## src/rtl/uart_tx_ctrl.sv

```systemverilog
// UART transmit sequencer: pops bytes from the TX FIFO and sends start, 8 data bits LSB-first, optional parity, 1/2 stops.
// Optional parity stage is compiled in when UART_TX_PARITY_EN is defined.
module uart_tx_ctrl #(
  parameter int DIV_W = 16
) (
  input  logic             clock,
  input  logic             reset,
  input  logic [DIV_W-1:0] baud_div,
  input  logic             stop2,
  input  logic             tx_en,
  input  logic             tx_fifo_empty,
  input  logic [7:0]       tx_data,
`ifdef UART_TX_PARITY_EN
  input  logic             parity_en,
  input  logic             parity_odd,
`endif
  output logic             tx_fifo_rd_en,
  output logic             tx_serial,
  output logic             tx_busy,
  output logic             tx_done
);

  typedef enum logic [2:0] {
    S_IDLE   = 3'd0,
    S_START  = 3'd1,
    S_DATA   = 3'd2,
`ifdef UART_TX_PARITY_EN
    S_PARITY = 3'd3,
`endif
    S_STOP   = 3'd4
  } state_t;

`ifdef UART_TX_PARITY_EN
  function automatic logic frame_parity(input logic [7:0] data, input logic odd);
    return (^data) ^ odd;
  endfunction
`endif

  state_t           state_r, state_next_s;
  logic [DIV_W-1:0] cnt_r, cnt_next_s;
  logic [DIV_W-1:0] div_r, div_next_s, div_load_s;
  logic [2:0]       bit_cnt_r, bit_cnt_next_s;
  logic [7:0]       shift_r, shift_next_s;
  logic             stop2_r, stop2_next_s;
  logic             serial_r, serial_next_s;
  logic             busy_r, busy_next_s;
  logic             done_r, done_next_s;
  logic             load_s;
  logic             period_end_s;
`ifdef UART_TX_PARITY_EN
  logic             par_en_r, par_en_next_s;
  logic             par_bit_r, par_bit_next_s;
`endif

  // A frame loads only from IDLE; reset also blocks the pop so a reset cycle never consumes a byte.
  assign load_s       = (state_r == S_IDLE) && tx_en && !tx_fifo_empty && !reset;
  assign div_load_s   = (baud_div < DIV_W'(2)) ? DIV_W'(2) : baud_div;
  assign period_end_s = (cnt_r == (div_r - DIV_W'(1)));

  assign tx_fifo_rd_en = load_s;
  assign tx_serial     = serial_r;
  assign tx_busy       = busy_r;
  assign tx_done       = done_r;

  // State and datapath registers.
  always_ff @(posedge clock) begin
    if (reset) begin
      state_r   <= S_IDLE;
      cnt_r     <= {DIV_W{1'b0}};
      div_r     <= DIV_W'(2);
      bit_cnt_r <= 3'd0;
      shift_r   <= 8'h00;
      stop2_r   <= 1'b0;
      serial_r  <= 1'b1;
      busy_r    <= 1'b0;
      done_r    <= 1'b0;
`ifdef UART_TX_PARITY_EN
      par_en_r  <= 1'b0;
      par_bit_r <= 1'b0;
`endif
    end else begin
      state_r   <= state_next_s;
      cnt_r     <= cnt_next_s;
      div_r     <= div_next_s;
      bit_cnt_r <= bit_cnt_next_s;
      shift_r   <= shift_next_s;
      stop2_r   <= stop2_next_s;
      serial_r  <= serial_next_s;
      busy_r    <= busy_next_s;
      done_r    <= done_next_s;
`ifdef UART_TX_PARITY_EN
      par_en_r  <= par_en_next_s;
      par_bit_r <= par_bit_next_s;
`endif
    end
  end

  // Next-state and counter sequencing.
  always_comb begin
    state_next_s   = state_r;
    cnt_next_s     = cnt_r + DIV_W'(1);
    div_next_s     = div_r;
    bit_cnt_next_s = bit_cnt_r;
    shift_next_s   = shift_r;
    stop2_next_s   = stop2_r;
    done_next_s    = 1'b0;
`ifdef UART_TX_PARITY_EN
    par_en_next_s  = par_en_r;
    par_bit_next_s = par_bit_r;
`endif
    case (state_r)
      S_IDLE: begin
        cnt_next_s = {DIV_W{1'b0}};
        if (load_s) begin
          state_next_s   = S_START;
          shift_next_s   = tx_data;
          div_next_s     = div_load_s;
          stop2_next_s   = stop2;
          bit_cnt_next_s = 3'd0;
`ifdef UART_TX_PARITY_EN
          par_en_next_s  = parity_en;
          par_bit_next_s = frame_parity(tx_data, parity_odd);
`endif
        end else begin
          state_next_s = S_IDLE;
        end
      end
      S_START: begin
        if (period_end_s) begin
          cnt_next_s   = {DIV_W{1'b0}};
          state_next_s = S_DATA;
        end else begin
          state_next_s = S_START;
        end
      end
      S_DATA: begin
        if (period_end_s) begin
          cnt_next_s   = {DIV_W{1'b0}};
          shift_next_s = {1'b0, shift_r[7:1]};
          if (bit_cnt_r == 3'd7) begin
            bit_cnt_next_s = 3'd0;
`ifdef UART_TX_PARITY_EN
            state_next_s   = par_en_r ? S_PARITY : S_STOP;
`else
            state_next_s   = S_STOP;
`endif
          end else begin
            bit_cnt_next_s = bit_cnt_r + 3'd1;
          end
        end else begin
          state_next_s = S_DATA;
        end
      end
`ifdef UART_TX_PARITY_EN
      S_PARITY: begin
        if (period_end_s) begin
          cnt_next_s   = {DIV_W{1'b0}};
          state_next_s = S_STOP;
        end else begin
          state_next_s = S_PARITY;
        end
      end
`endif
      S_STOP: begin
        // The bit counter doubles as the stop-bit index.
        if (period_end_s) begin
          cnt_next_s = {DIV_W{1'b0}};
          if (stop2_r && (bit_cnt_r == 3'd0)) begin
            bit_cnt_next_s = 3'd1;
          end else begin
            bit_cnt_next_s = 3'd0;
            state_next_s   = S_IDLE;
            done_next_s    = 1'b1;
          end
        end else begin
          state_next_s = S_STOP;
        end
      end
      default: begin
        state_next_s   = S_IDLE;
        cnt_next_s     = {DIV_W{1'b0}};
        bit_cnt_next_s = 3'd0;
      end
    endcase
  end

  // Line level and busy flag for the upcoming state, so both outputs come straight from flops.
  always_comb begin
    serial_next_s = 1'b1;
    busy_next_s   = 1'b1;
    case (state_next_s)
      S_IDLE: begin
        serial_next_s = 1'b1;
        busy_next_s   = 1'b0;
      end
      S_START:  serial_next_s = 1'b0;
      S_DATA:   serial_next_s = shift_next_s[0];
`ifdef UART_TX_PARITY_EN
      S_PARITY: serial_next_s = par_bit_next_s;
`endif
      S_STOP:   serial_next_s = 1'b1;
      default: begin
        serial_next_s = 1'b1;
        busy_next_s   = 1'b0;
      end
    endcase
  end

endmodule

```

## config.mk

```make
export PLATFORM = sky130hd
export DESIGN_NAME = uart_tx_ctrl
export DESIGN_NICKNAME = d
export VERILOG_FILES = /design/src/rtl/uart_tx_ctrl.sv
export SDC_FILE = /design/constraint.sdc
export NUM_CORES = 1
export LEC_CHECK = 0
export CORE_MARGIN = 8
export CORE_UTILIZATION = 27
export CTS_CLUSTER_DIAMETER = 120
export DETAILED_ROUTE_END_ITERATION = 7
export PLACE_DENSITY = 0.43
export SYNTH_ARGS = -nofsm -noshare
export SYNTH_HDL_FRONTEND = slang
export SYNTH_SLANG_ARGS = --single-unit
```

## constraint.sdc

```tcl
create_clock -name clock -period 6.14 [get_ports clock]
set_clock_uncertainty 0.1 [all_clocks]
set_input_delay 1.228 -clock clock [delete_from_list [all_inputs] [get_ports clock]]
set_output_delay 1.228 -clock clock [all_outputs]
set_load 0.02 [all_outputs]
```

==> qor.csv <==
metric,value,unit
p_clk_frac,0.315,
fp.dieH,121,um
wl,7600,um
drc,0,
power.density,194,nW/um^2
worstMarginPinSlew,596,ps
gp_congestion,0.815,
dieArea,14700,sq um
firstDrtPassIters,4,
leakage,1.15,nW
cp.required,4810,ps
io_buffers,32,
final_cells,530,
grt_pass1_vias,2557,
power_frac_seq,0.516,
total_power,0.000676,W
antenna_found_initial,0,
p_int,0.000473,W
path_cells,clkdlybuf4s50_1 > nand2b_1 > nor2_1 > nand2_1 > nor2_1 > clkdlybuf4s50_1,
min_period,4060,ps
syn_avg_cell_area,8.05,sq um
htreeDepth,2,
grt_use_total,0.107,
layout.nets,423,
setup_viol,0,
final_cell_mix,"nand2_1 (56), dfxtp_1 (50), nor2_1 (40)",
cts_setup_buffers,0,
syn_area,2980,sq um
outcome,finished clean,
regToRegEndpoint,cnt_r[14],
fill_cells,1161,
drtIter0Drc,148,
path_max_fanout,3,
power_switching,0.000203,W
cts-hold-fix-buffers,0,
regToRegStartpoint,div_r[0],
cts_resized,0,
drv_slew,0,
cts_buffers,5,
placed_cells,522,
cpMaxStageDelayCell,clkdlybuf4s50_1,
setup.worst_path.start_class,input pin,
clk_path_buf_depth,2,
layout-drive-gt1-share,0.0821,
synth_edf_count,0,
die_w,121,um
grt_pass1_wl,12800,um
whs_endpoint,stop2_r,
clock-sinks,50,
fmax,0.247,GHz
yosysWarningCount,0,
drv_cap,0,
postSynthCellCount,370,
reg2reg_slack,2840,ps
clk_pin_slew_worst_paths,100,ps
rr_worst_depth,10,
grt-ovfl-total,0,
ys_ff_latch,50,
final_common_cell,nand2_1,
end_kind,output pin,
hold_viol,0,
grt_max_degree,40,
fp.coreArea,10800,sq um
io_pins,33,
relSlewSlack,0.599,
post-route-period-util,0.661,
antenna_cells,0,
hold_start,stop2_r,
synth_top_flop_cell,dfxtp_1,
min_path_cells,2,
start_util,0.276,
cts-root-buf,clkbuf_8,
ys_types,65,
comb_power_share,0.170,
fin_tns_setup,0,ps
synthToLayoutAreaGrowth,17.1,%
startpoint,tx_fifo_empty,
clock_latency,320,ps
dp_hpwl,5670,um
hold_path_class,reg2reg,
ys_seq_area_frac,0.336,
num_rows,38,
wl_per_cell,14.3,um
max_stage_delay,630,ps
critPathKind,in2out,
rsz0062_at_grt,false,
via_per_inst,4.95,
syn_nets,404,
cts_tree,built,
ys_async_sr_fraction,0,
ir_worst_vdd,108,uV
antenna_left,0,
p_sw_frac,0.300,
critPathArrivalTime,2730,ps
route.vias.total,2624,
==> sequential cells by signal, summed over array words and instances (netlist names) <==
register / cells
cnt_r: 16
div_r: 16
shift_r: 8
bit_cnt_r: 3
state_r: 3
stop2_r: 1
tx_busy: 1
tx_done: 1
tx_serial: 1
==> final cells by class <==
type | count | area (sq um) | share of cell area
multi-input cells | 288 | 1840 | 0.527
flip-flops and latches | 50 | 1000 | 0.287
repair buffers | 35 | 343 | 0.0982
well taps | 140 | 175 | 0.0502
clock buffers | 5 | 68.8 | 0.0197
inverters | 9 | 33.8 | 0.00968
clock inverters | 3 | 27.5 | 0.00789
==> power groups by stage <==
stage	logic, W	registers [W]	clock network [W]
after floorplan	0.0000807	0.000349	0
after global placement	0.000116	0.000356	0
after detailed placement	0.000115	0.000356	0
after CTS	0.000116	0.000349	0.000227
after global routing	0.000127	0.000351	0.000241
final	0.000115	0.000348	0.000213
==> how the worst max path moves through the flow <==
stage / endpoint / slack [ps] / cells after the start
floorplan: tx_fifo_rd_en / 2850 / 4
global placement: tx_fifo_rd_en / 2080 / 4
detailed placement: tx_fifo_rd_en / 2080 / 6
CTS: tx_fifo_rd_en / 2070 / 6
global route: tx_fifo_rd_en / 1950 / 6
finish: tx_fifo_rd_en / 2080 / 6
==> per-stage QoR <==
step	utilization	hold WS, ps	worst slack, ps	area (sq um)
floorplan	-	332	2850	2980
CTS	0.323	369	2070	3490
global route	0.323	393	1950	3490
global placement	0.314	357	2080	3390
detailed placement	0.314	353	2080	3390
finish	0.323	361	2080	3490
==> per-layer routing <==
| metal | track usage | vias up | share of wire | routed length, um |
|---|---|---|---|---|
| li1 | - | 1342 | - | - |
| met1 | 0.143 | 1231 | 0.51 | 3850 |
| met2 | 0.162 | 44 | 0.43 | 3290 |
| met5 | 0 | - | 0 | 0 |
| met4 | 0.0367 | 0 | 0.016 | 123 |
| met3 | 0.0284 | 7 | 0.043 | 328 |
==> worst max-delay path, delay by kind of cell <==
kind	cells	cell delay, ps
and+or+nand+nor	4	480
buffers and inverters	2	1020
==> Yosys cell counts (7+ instances only) <==
cell type	count	area [sq um]
a21oi_1	16	80.1
a31oi_1	9	56.3
clkbuf_1	17	63.8
dfxtp_1	50	1000
inv_1	9	33.8
nand2_1	56	210
nand3_1	14	70.1
nand3b_1	7	52.6
nor2_1	40	150
nor3_1	11	55.1
nor4_1	7	43.8
xnor2_1	18	158
xor2_1	14	123
==> kinds of logic (layout without fill, tap and decap cells) <==
family	count (synthesis)	in the layout	synth area share
multiplexers	5	5	0.0172
AO/OA/AOI/OAI	66	66	0.158
AND/OR/NAND/NOR	180	180	0.326
XOR/XNOR	32	32	0.0941
buffers and inverters	32	52	0.0483
flip-flops	50	50	0.336
adder cells (fa/ha/maj)	5	5	0.0210
No activity file was read; power rests on OpenSTA's default activity.
